### src/rtl/spi_slave_rx.sv
// SPI mode-0 slave endpoint: oversamples sclk/cs_n/mosi in the clk domain, deserialises MOSI into
// words handed off with a valid/ack handshake, and shifts a preloaded word out on MISO, MSB first.
module spi_slave_rx #(
  parameter int DATA_W      = 8,
  parameter int SYNC_STAGES = 2
) (
  input  logic              clk,
  input  logic              rst,
  input  logic              sclk,
  input  logic              cs_n,
  input  logic              mosi,
  output logic              miso,
  input  logic [DATA_W-1:0] tx_data,
  input  logic              tx_load,
  output logic              tx_empty,
  output logic [DATA_W-1:0] rx_data,
  output logic              rx_valid,
  input  logic              rx_ack,
  output logic              overrun
);

  localparam int CNT_W = (DATA_W > 1) ? $clog2(DATA_W) : 1;
  localparam logic [CNT_W-1:0] LAST_BIT = CNT_W'(DATA_W - 1);

  typedef enum logic {IDLE, ACTIVE} state_t;

  state_t state_reg, state_next;

  logic [SYNC_STAGES-1:0] sclk_sync_reg, cs_sync_reg, mosi_sync_reg;
  logic sclk_prev_reg, cs_prev_reg;
  logic sclk_s, cs_s, mosi_s;
  logic sclk_rise, sclk_fall, cs_rise, cs_fall;

  logic [DATA_W-1:0] rx_shift_reg, tx_shift_reg, tx_buf_reg, rx_data_reg;
  logic [CNT_W-1:0]  bit_cnt_reg;
  logic              rx_valid_reg, overrun_reg, tx_empty_reg;
  logic              in_frame, do_reload;

  // cs_n synchronisers reset high so a select held low through reset is seen as a fresh falling edge
  always_ff @(posedge clk or posedge rst) begin
    if (rst) begin
      sclk_sync_reg <= '0;
      mosi_sync_reg <= '0;
      cs_sync_reg   <= '1;
      sclk_prev_reg <= 1'b0;
      cs_prev_reg   <= 1'b1;
    end else begin
      sclk_sync_reg <= {sclk_sync_reg[SYNC_STAGES-2:0], sclk};
      mosi_sync_reg <= {mosi_sync_reg[SYNC_STAGES-2:0], mosi};
      cs_sync_reg   <= {cs_sync_reg[SYNC_STAGES-2:0], cs_n};
      sclk_prev_reg <= sclk_s;
      cs_prev_reg   <= cs_s;
    end
  end

  assign sclk_s    = sclk_sync_reg[SYNC_STAGES-1];
  assign cs_s      = cs_sync_reg[SYNC_STAGES-1];
  assign mosi_s    = mosi_sync_reg[SYNC_STAGES-1];
  assign sclk_rise = !sclk_prev_reg && sclk_s;
  assign sclk_fall = sclk_prev_reg && !sclk_s;
  assign cs_rise   = !cs_prev_reg && cs_s;
  assign cs_fall   = cs_prev_reg && !cs_s;

  always_ff @(posedge clk or posedge rst) begin
    if (rst) state_reg <= IDLE;
    else     state_reg <= state_next;
  end

  always_comb begin
    state_next = state_reg;
    case (state_reg)
      IDLE:    if (cs_fall) state_next = ACTIVE;
      ACTIVE:  if (cs_rise) state_next = IDLE;
      default: state_next = IDLE;
    endcase
  end

  always_comb begin
    miso = 1'b0;
    if (state_reg == ACTIVE) miso = tx_shift_reg[DATA_W-1];
  end

  // Deselect beats any sclk edge seen in the same cycle
  assign in_frame  = (state_reg == ACTIVE) && !cs_rise;
  assign do_reload = ((state_reg == IDLE) && cs_fall) ||
                     (in_frame && sclk_fall && (bit_cnt_reg == '0));

  always_ff @(posedge clk or posedge rst) begin
    if (rst) begin
      rx_shift_reg <= '0;
      tx_shift_reg <= '0;
      tx_buf_reg   <= '0;
      rx_data_reg  <= '0;
      bit_cnt_reg  <= '0;
      rx_valid_reg <= 1'b0;
      overrun_reg  <= 1'b0;
      tx_empty_reg <= 1'b1;
    end else begin
      overrun_reg <= 1'b0;
      if (rx_ack) rx_valid_reg <= 1'b0;

      if ((state_reg == IDLE && cs_fall) || (state_reg == ACTIVE && cs_rise)) begin
        bit_cnt_reg <= '0;
      end else if (in_frame) begin
        if (sclk_rise) begin
          rx_shift_reg <= {rx_shift_reg[DATA_W-2:0], mosi_s};
          if (bit_cnt_reg == LAST_BIT) begin
            rx_data_reg  <= {rx_shift_reg[DATA_W-2:0], mosi_s};
            rx_valid_reg <= 1'b1;
            overrun_reg  <= rx_valid_reg && !rx_ack;
            bit_cnt_reg  <= '0;
          end else begin
            bit_cnt_reg <= bit_cnt_reg + CNT_W'(1);
          end
        end
        if (sclk_fall && (bit_cnt_reg != '0)) tx_shift_reg <= {tx_shift_reg[DATA_W-2:0], 1'b0};
      end

      // A reload consumes the old buffer before a coincident load refills it
      if (do_reload) begin
        tx_shift_reg <= tx_empty_reg ? '0 : tx_buf_reg;
        tx_empty_reg <= 1'b1;
      end
      if (tx_load) begin
        tx_buf_reg   <= tx_data;
        tx_empty_reg <= 1'b0;
      end
    end
  end

  assign rx_data  = rx_data_reg;
  assign rx_valid = rx_valid_reg;
  assign overrun  = overrun_reg;
  assign tx_empty = tx_empty_reg;

endmodule

### config.mk
export PLATFORM = sky130hd
export DESIGN_NAME = spi_slave_rx
export DESIGN_NICKNAME = d
export VERILOG_FILES = /design/src/rtl/spi_slave_rx.sv
export SDC_FILE = /design/constraint.sdc
export NUM_CORES = 1
export LEC_CHECK = 0
export CORE_MARGIN = 10
export CORE_UTILIZATION = 30
export DETAILED_ROUTE_END_ITERATION = 10
export SLEW_MARGIN = 40
export SYNTH_ARGS = -nofsm -noshare
export SYNTH_HDL_FRONTEND = slang
export SYNTH_SLANG_ARGS = --single-unit
### constraint.sdc
create_clock -name clk -period 4 [get_ports clk]
set_input_delay 1.2 -clock clk [delete_from_list [all_inputs] [get_ports clk]]
set_output_delay 1.2 -clock clk [all_outputs]
set_load 0.05 [all_outputs]
**Word-level counts from Yosys, hierarchy flattened**

Cells that the tools add are included.

- Flip-flop bits (word level): 46
- Input port bits: 15

- Add/subtract/negate cells: 1
- Equality and inequality tests: 2
- Mux-type cells: 24
- Bitwise gates (word level): 2
- Reduce and logical (&&, ||, !) cells: 30

Operators by type and width:

| operator | number |
|---|---|
| 2-to-1 mux 8 bit | 5 |
| 2-to-1 mux 1 bit | 14 |
| 2-to-1 mux 3 bit | 4 |
| logical AND 1 bit | 11 |
| nonzero test 2 bit | 5 |
| zero test 1 bit | 6 |
| AND reduction 3 bit | 2 |
| AND reduction 4 bit | 1 |
| adder 3 x 1 -> 3 bit (second input constant) | 1 |
| equality test 3 bit (second input constant) | 1 |
| zero test 3 bit | 1 |
| nonzero test 3 bit | 1 |
| logical OR 1 bit | 2 |
| != test 2 bit (second input constant) | 1 |
| inverter 1 bit | 2 |
| one-hot mux 1 bit (2 select lines) | 1 |
| AND reduction 2 bit | 1 |

**Logic depth before layout (Yosys ltp)**

Gate-level depths: netlist of the first run.

- Depth in word-level cells: 9
- Mapped depth: 6
- Gate-level depth less buffers: 5

**Least setup slack after synthesis of the first run**

OpenSTA, ideal clock, no wires.

- Path kind: flip-flop to output port
- Start point: register state_reg
- End point: output miso
- Data arrival time: 0.821 ns
- Slack: 1.979 ns
- Cell stages (with the launch flop): 2
- Cell sequence: dfrtp_1 > and2_1

- Longest elaborated chain between the ends: 1

RTL lines:

| element | RTL line | text |
|---|---|---|
| start: declaration | 27 | `state_t state_reg, state_next;` |
| start signal: assignment | 66 | `else state_reg <= state_next;` |
| 2-to-1 mux 1 bit | 80 | `if (state_reg == ACTIVE) miso = tx_shift_reg[DATA_W-1];` |
| end: declaration | 12 | `output logic miso,` |

Every way passes these cells.

**Worst setup path after layout of the first run**

- Start point: register tx_empty_reg (netlist: tx_empty)
- End point: output tx_empty

RTL lines:

| element | RTL line | text |
|---|---|---|
| start: declaration | 36 | `logic rx_valid_reg, overrun_reg, tx_empty_reg;` |
| start signal: assignment | 97 | `tx_empty_reg <= 1'b1;` |
| start signal: assignment | 122 | `tx_empty_reg <= 1'b1;` |
| start signal: assignment | 126 | `tx_empty_reg <= 1'b0;` |
| end: declaration | 15 | `output logic tx_empty,` |

No word-level cell between the ends.

==> qor.yml, run 1 <==
cts_resized: 0
hold-path-cell-count: 0
total_power_mw: 1.04
num_vias: 1161
critPathMaxStageDelay_ns: 0.82
cellLeakagePower_nw: 1.04
gp_congestion: 0.698
drtIter0Drc: 51
fin_skew_ns: 0.00656
final-hold-violation-count: 0
grt_antenna_before_repair: 0
post_route_cells_drive_above_1_share: 0.217
synth-compound-area-share: 0.0899
die-area_um2: 9890
whs_ns: 0.353
irDropWorstVdd_v: 0.000156
ant_nets: 0
final_max_slew_viol_count: 0
clk_pin_slew_ns: 0.08
numClockSinks: 46
cts_made_buffers: 5
synth_top_family_by_area: "simple AND/OR/NAND/NOR gates"
power_density_nw_per_um2: 449
fin_crit_ns: 2.91
fp.dieH_um: 99.4
grt_use_total: 0.0666
yosysWarnings: 0
status: "finished clean"
cp_top_family: "buffers and inverters"
cts-root-buf: "clkbuf_8"
power.switching_uw: 282
initial_core_util: 0.314
ys_types: 30
dp_hpwl_um: 2360
finalSetupViolations: 0
seq_area_frac_synth: 0.611
p_int_uw: 757
grt_max_degree: 47
worst_pin_slew_ns: 0.558
clockBufferDepth: 2
worstRegToRegCells: 5
synthCells: 151
setup.worst_path.start_class: "register"
drt_pass1_iterations: 4
antenna_cells: 0
pwr-share-comb: 0.165
synthAdderAreaFrac: 0.0198
yosys.area_share.simple: 0.153
drc: 0
cts_tree: "built"
via_per_inst: 4.55
cp.arrival_ns: 1.71
io_pins: 27
fillers: 618
slew_headroom: 0.628
cp.required_ns: 2.80
grt_pass1_vias: 1089
nNetsFinal: 197
p_sw_frac: 0.272
syn_nets: 169
wl_um: 3360
grt_pass1_wl_um: 5430
end_kind: "output pin"
path_cells: "clkdlybuf4s50_1"
core_um2: 6030
critPathMaxFanout: 10
die_x_um: 99.4
syn_area_per_cell_um2: 12.5
syn_to_final_growth_pct: 22.3
gr-total-overflow: 0
wl_per_cell_um: 13.2
synth_mux_area_frac: 0.0952
seqPwrFrac: 0.560
path_buf_inv: 1
synth_xor_area_frac: 0
synth_area_um2: 1890
rsz0062_at_grt: "no"
path_class: "register to output pin"
hold_path_class: "register to register"
holdBufCountCts: 0
num_rows: 28
path_depth: 1
period_share: 0.726
htree_levels: 2
tns_ns: 0
cts_setup_buffers: 0
fmax_mhz: 344
clkPwrFrac: 0.275
max-cap-violations: 0
clock_latency_ns: 0.29
slowest_stage: "clkdlybuf4s50_1"
synth_seq_cells: 46
io_buffers: 26
[through the flow]
step	setup slack [ns]	cell area, um^2	cells	utilization
after floorplan	1.72	1890	151	-
after global placement	1.41	2220	247	0.368
after detailed placement	1.41	2220	247	0.369
after CTS	1.07	2310	255	0.384
after global routing	1.03	2310	255	0.384
final	1.09	2310	255	0.384
[metal layers]
layer	global-route usage	vias up	share of wire
met1	0.0821	556	0.48
met4	0.0364	0	0.019
li1	-	583	-
met2	0.101	18	0.46
met5	0	-	0
met3	0.0215	4	0.037
[worst paths after layout]
kind / to / slack (ns) / from
worst min-delay path: sclk_sync_reg[1] / 0.35 / sclk_sync_reg[0]
max in group asynchronous: tx_empty / 2.30 / rst
worst max register to register: tx_shift_reg[1] / 2.16 / bit_cnt_reg[0]
worst min register to register: sclk_sync_reg[1] / 0.35 / sclk_sync_reg[0]
worst max-delay path: tx_empty / 1.09 / tx_empty
min in group asynchronous: tx_buf_reg[5] / 1.31 / rst
[synth_stat cells]
cell type,n,share of area
dfrtp_1,42,0.56
buf_6,1,0.0059
o21ba_2,1,0.0053
nor3b_1,1,0.0040
a41o_2,1,0.0059
ha_1,3,0.020
a41oi_4,1,0.015
nand2b_4,1,0.0073
or4b_2,1,0.0053
dfstp_2,4,0.056
mux2_2,16,0.095
nor3b_4,1,0.0099
clkbuf_1,2,0.0040
and2_1,1,0.0033
a22o_2,2,0.011
or3b_2,1,0.0046
a31oi_1,7,0.023
nor2_1,10,0.020
nand2_1,22,0.044
inv_2,1,0.0020
nor3_1,1,0.0026
nand2b_1,2,0.0066
nor2b_1,1,0.0033
buf_2,2,0.0053
a21o_1,1,0.0040
or4b_1,7,0.037
o21ai_0,8,0.021
nand2_4,1,0.0059
a21oi_1,2,0.0053
inv_1,7,0.014
[kinds of logic after synthesis]
logic type,after synthesis
AOI/OAI and AO/OA,23
adders and majority gates,3
DFF,46
muxes,16
and+or+nand+nor,50
buffers and inverters,13
[cell type report]
type | count | area, um^2 | area share
multi-input cells | 92 | 682 | 0.295
clock buffers | 8 | 90.1 | 0.0389
repair buffers | 26 | 260 | 0.112
inverters | 8 | 32.5 | 0.0141
flip-flops and latches | 46 | 1160 | 0.499
well taps | 75 | 93.8 | 0.0405
[placed cells by master, fill, tap and decap left out]
| cell type | count |
|---|---|
| a21o_1 | 1 |
| a21oi_1 | 1 |
| a21oi_2 | 1 |
| a22o_2 | 2 |
| a31oi_1 | 7 |
| a41o_2 | 1 |
| a41oi_4 | 1 |
| and2_1 | 1 |
| clkbuf_1 | 2 |
| clkbuf_8 | 6 |
| clkdlybuf4s50_1 | 26 |
| dfrtp_1 | 42 |
| dfstp_2 | 4 |
| ha_1 | 3 |
| inv_1 | 6 |
| inv_2 | 1 |
| inv_4 | 1 |
| mux2_2 | 16 |
| nand2_1 | 22 |
| nand2_4 | 1 |
| nand2b_1 | 2 |
| nand2b_4 | 1 |
| nor2_1 | 10 |
| nor2b_1 | 1 |
| nor3_1 | 1 |
| nor3b_1 | 1 |
| nor3b_4 | 1 |
| o21ai_0 | 8 |
| o21ba_2 | 1 |
| or3b_2 | 1 |
| or4b_1 | 7 |
| or4b_2 | 1 |
[worst register-to-register path: stages, from the launching register on]
cell	delay [ns]
dfrtp_1	0.42
inv_1	0.07
ha_1	0.19
a41oi_4	0.24
or4b_2	0.68
a31oi_1	0.17
[power groups by stage]
| stage | clock network (mW) | registers (mW) | logic (mW) |
|---|---|---|---|
| finish | 0.286 | 0.582 | 0.171 |
| global route | 0.313 | 0.592 | 0.195 |
| CTS | 0.301 | 0.583 | 0.176 |
| detailed placement | 0 | 0.593 | 0.175 |
| global placement | 0 | 0.588 | 0.170 |
| floorplan | 0 | 0.581 | 0.131 |
Power figures use the tool's default switching activity.
==> run 2: changes to the inputs <==
Clock period 4 ns to 2.4 ns, I/O delays scaled along.
==> run 2 against run 1 <==
Worst hold slack better by 0.0017 ns; power is 67% higher; register-to-register slack lost 1.6 ns; combinational power grew 67%; global-route usage is essentially flat; final cell count rose by 0.78%; highest routed layer unchanged.
==> qor.yml, run 2 (same netlist as run 1, synthesis figures left out) <==
die-area_um2: 9890  # unchanged
cts_setup_buffers: 0  # unchanged
cp.arrival_ns: 1.46  # -0.25 ns
grt_pass1_vias: 1116  # +2.5%
rsz0062_at_grt: "no"
whs_ns: 0.355  # +0.00171 ns
max-cap-violations: 0  # unchanged
cts-root-buf: "clkbuf_8"
r2r_start: "bit_cnt_reg[0]"
design_area_um2: 2340  # +1.1%
core_um2: 6030  # unchanged
fin_skew_ns: 0.00503  # -0.00154 ns
dp_hpwl_um: 2350  # -0.31%
grt_use_total: 0.0669  # +0.000248
io_pins: 27  # unchanged
rrSetupSlack_ns: 0.55  # -1.61 ns
layout_commonest_cell: "dfrtp_1"
endpoint: "rx_data[4]"
final_max_slew_viol_count: 0  # unchanged
grt_pass1_wl_um: 5420  # -0.13%
end_kind: "output pin"
wl_um: 3220  # -4.0%
num_rows: 28  # unchanged
cp_top_family: "buffers and inverters"
path_buf_inv: 1  # unchanged
htree_levels: 2  # unchanged
cts_tree: "built"
wl_per_cell_um: 12.5  # -4.8%
path_depth: 1  # unchanged
drtIter0Drc: 79  # +55%
fmax_mhz: 460
irDropWorstVdd_v: 0.000266  # +70%
grt_max_degree: 28  # -40%
path_class: "register to output pin"
path_cells: "clkdlybuf4s50_1"
grt_antenna_before_repair: 0  # unchanged
clock_latency_ns: 0.30  # about the same
final_cells: 257  # +0.78%
total_power_mw: 1.74  # +67%
final_cell_mix: "dfrtp_1, clkdlybuf4s50_1, nand2_1"
tns_ns: 0  # unchanged
status: "finished clean"
io_buffers: 26  # unchanged
antenna_cells: 0  # unchanged
cp.required_ns: 1.68  # -1.12 ns
dp.cells: 249  # +0.81%
rr_endpoint: "tx_shift_reg[1]"
clockBufferDepth: 2  # unchanged
cts_resized: 0  # unchanged
hold_path_class: "register to register"
cellLeakagePower_nw: 1.06  # +1.8%
holdBufCountCts: 0  # unchanged
via_per_inst: 4.49  # -1.4%
worstRegToRegCells: 5  # unchanged
drt_pass1_iterations: 4  # unchanged
initial_core_util: 0.314  # unchanged
crit_path_start: "rx_data[4]"
nNetsFinal: 199  # +1.0%
fin_crit_ns: 2.18
slowest_stage: "clkdlybuf4s50_1"
fp.dieH_um: 99.4  # unchanged
num_vias: 1154  # -0.60%
place_area_um2: 2240  # +0.90%
slew_headroom: 0.640  # +0.0121
die_x_um: 99.4  # unchanged
drc: 0  # unchanged
critPathMaxStageDelay_ns: 0.81  # about the same
clk_pin_slew_ns: 0.08  # about the same
syn_to_final_growth_pct: 23.6
critPathMaxFanout: 2  # -8
period_share: 0.907
post_route_cells_drive_above_1_share: 0.247  # +0.0306
worst_pin_slew_ns: 0.540  # -0.0182 ns
ant_nets: 0  # unchanged
gp_congestion: 0.710  # +1.7%
power_density_nw_per_um2: 744  # +66%
numClockSinks: 46  # unchanged
gr-total-overflow: 0  # unchanged
finalSetupViolations: 0  # unchanged
final-hold-violation-count: 0  # unchanged
setup.worst_path.start_class: "register"
cts_made_buffers: 5  # unchanged
-- run 2: cell count changes in the layout (fill, tap and decap cells not counted) --
cell,change
buf_12,+1
buf_4,+3
clkbuf_1,-2
clkdlybuf4s50_1,-2
clkinv_2,+1
clkinvlp_4,+1
inv_2,+1
inv_4,-1
-- run 2: worst min path at each step --
stage | start | endpoint | slack (ns) | cells past startpoint
global placement | sclk_sync_reg[0] | sclk_sync_reg[1] | 0.33 | 0
finish | mosi_sync_reg[0] | mosi_sync_reg[1] | 0.36 | 0
detailed placement | mosi_sync_reg[0] | mosi_sync_reg[1] | 0.33 | 0
CTS | mosi_sync_reg[0] | mosi_sync_reg[1] | 0.35 | 0
floorplan | mosi_sync_reg[0] | mosi_sync_reg[1] | 0.33 | 0
global route | sclk_sync_reg[0] | sclk_sync_reg[1] | 0.36 | 0
-- run 2: routing by layer --
layer / routed length, um / up-vias / part of all wire / GRT usage
met2: 1460 / 21 / 0.45 / 0.0957
li1: - / 584 / - / -
met3: 114 / 6 / 0.035 / 0.0215
met5: 0 / - / 0 / 0
met4: 81 / 0 / 0.025 / 0.0430
met1: 1560 / 543 / 0.49 / 0.0844
-- run 2: through the flow --
stage,worst slack [ns],util
global route,0.160,0.388
floorplan,0.599,-
global placement,0.476,0.372
CTS,0.199,0.388
finish,0.224,0.388
detailed placement,0.468,0.373
-- run 2: final cells by class --
class | instances | area (um^2)
inverters | 8 | 30.0
multi-input cells | 92 | 682
flip-flops and latches | 46 | 1160
clock buffers | 6 | 82.6
well taps | 75 | 93.8
clock inverters | 2 | 12.5
fillers | 611 | 3690
repair buffers | 28 | 283
-- run 2: power by group --
group | leakage, nW | internal [mW] | switching, mW | total [mW]
logic | 0.446 | 0.134 | 0.152 | 0.286
clock network | 0.0472 | 0.232 | 0.255 | 0.487
registers | 0.568 | 0.894 | 0.0731 | 0.967
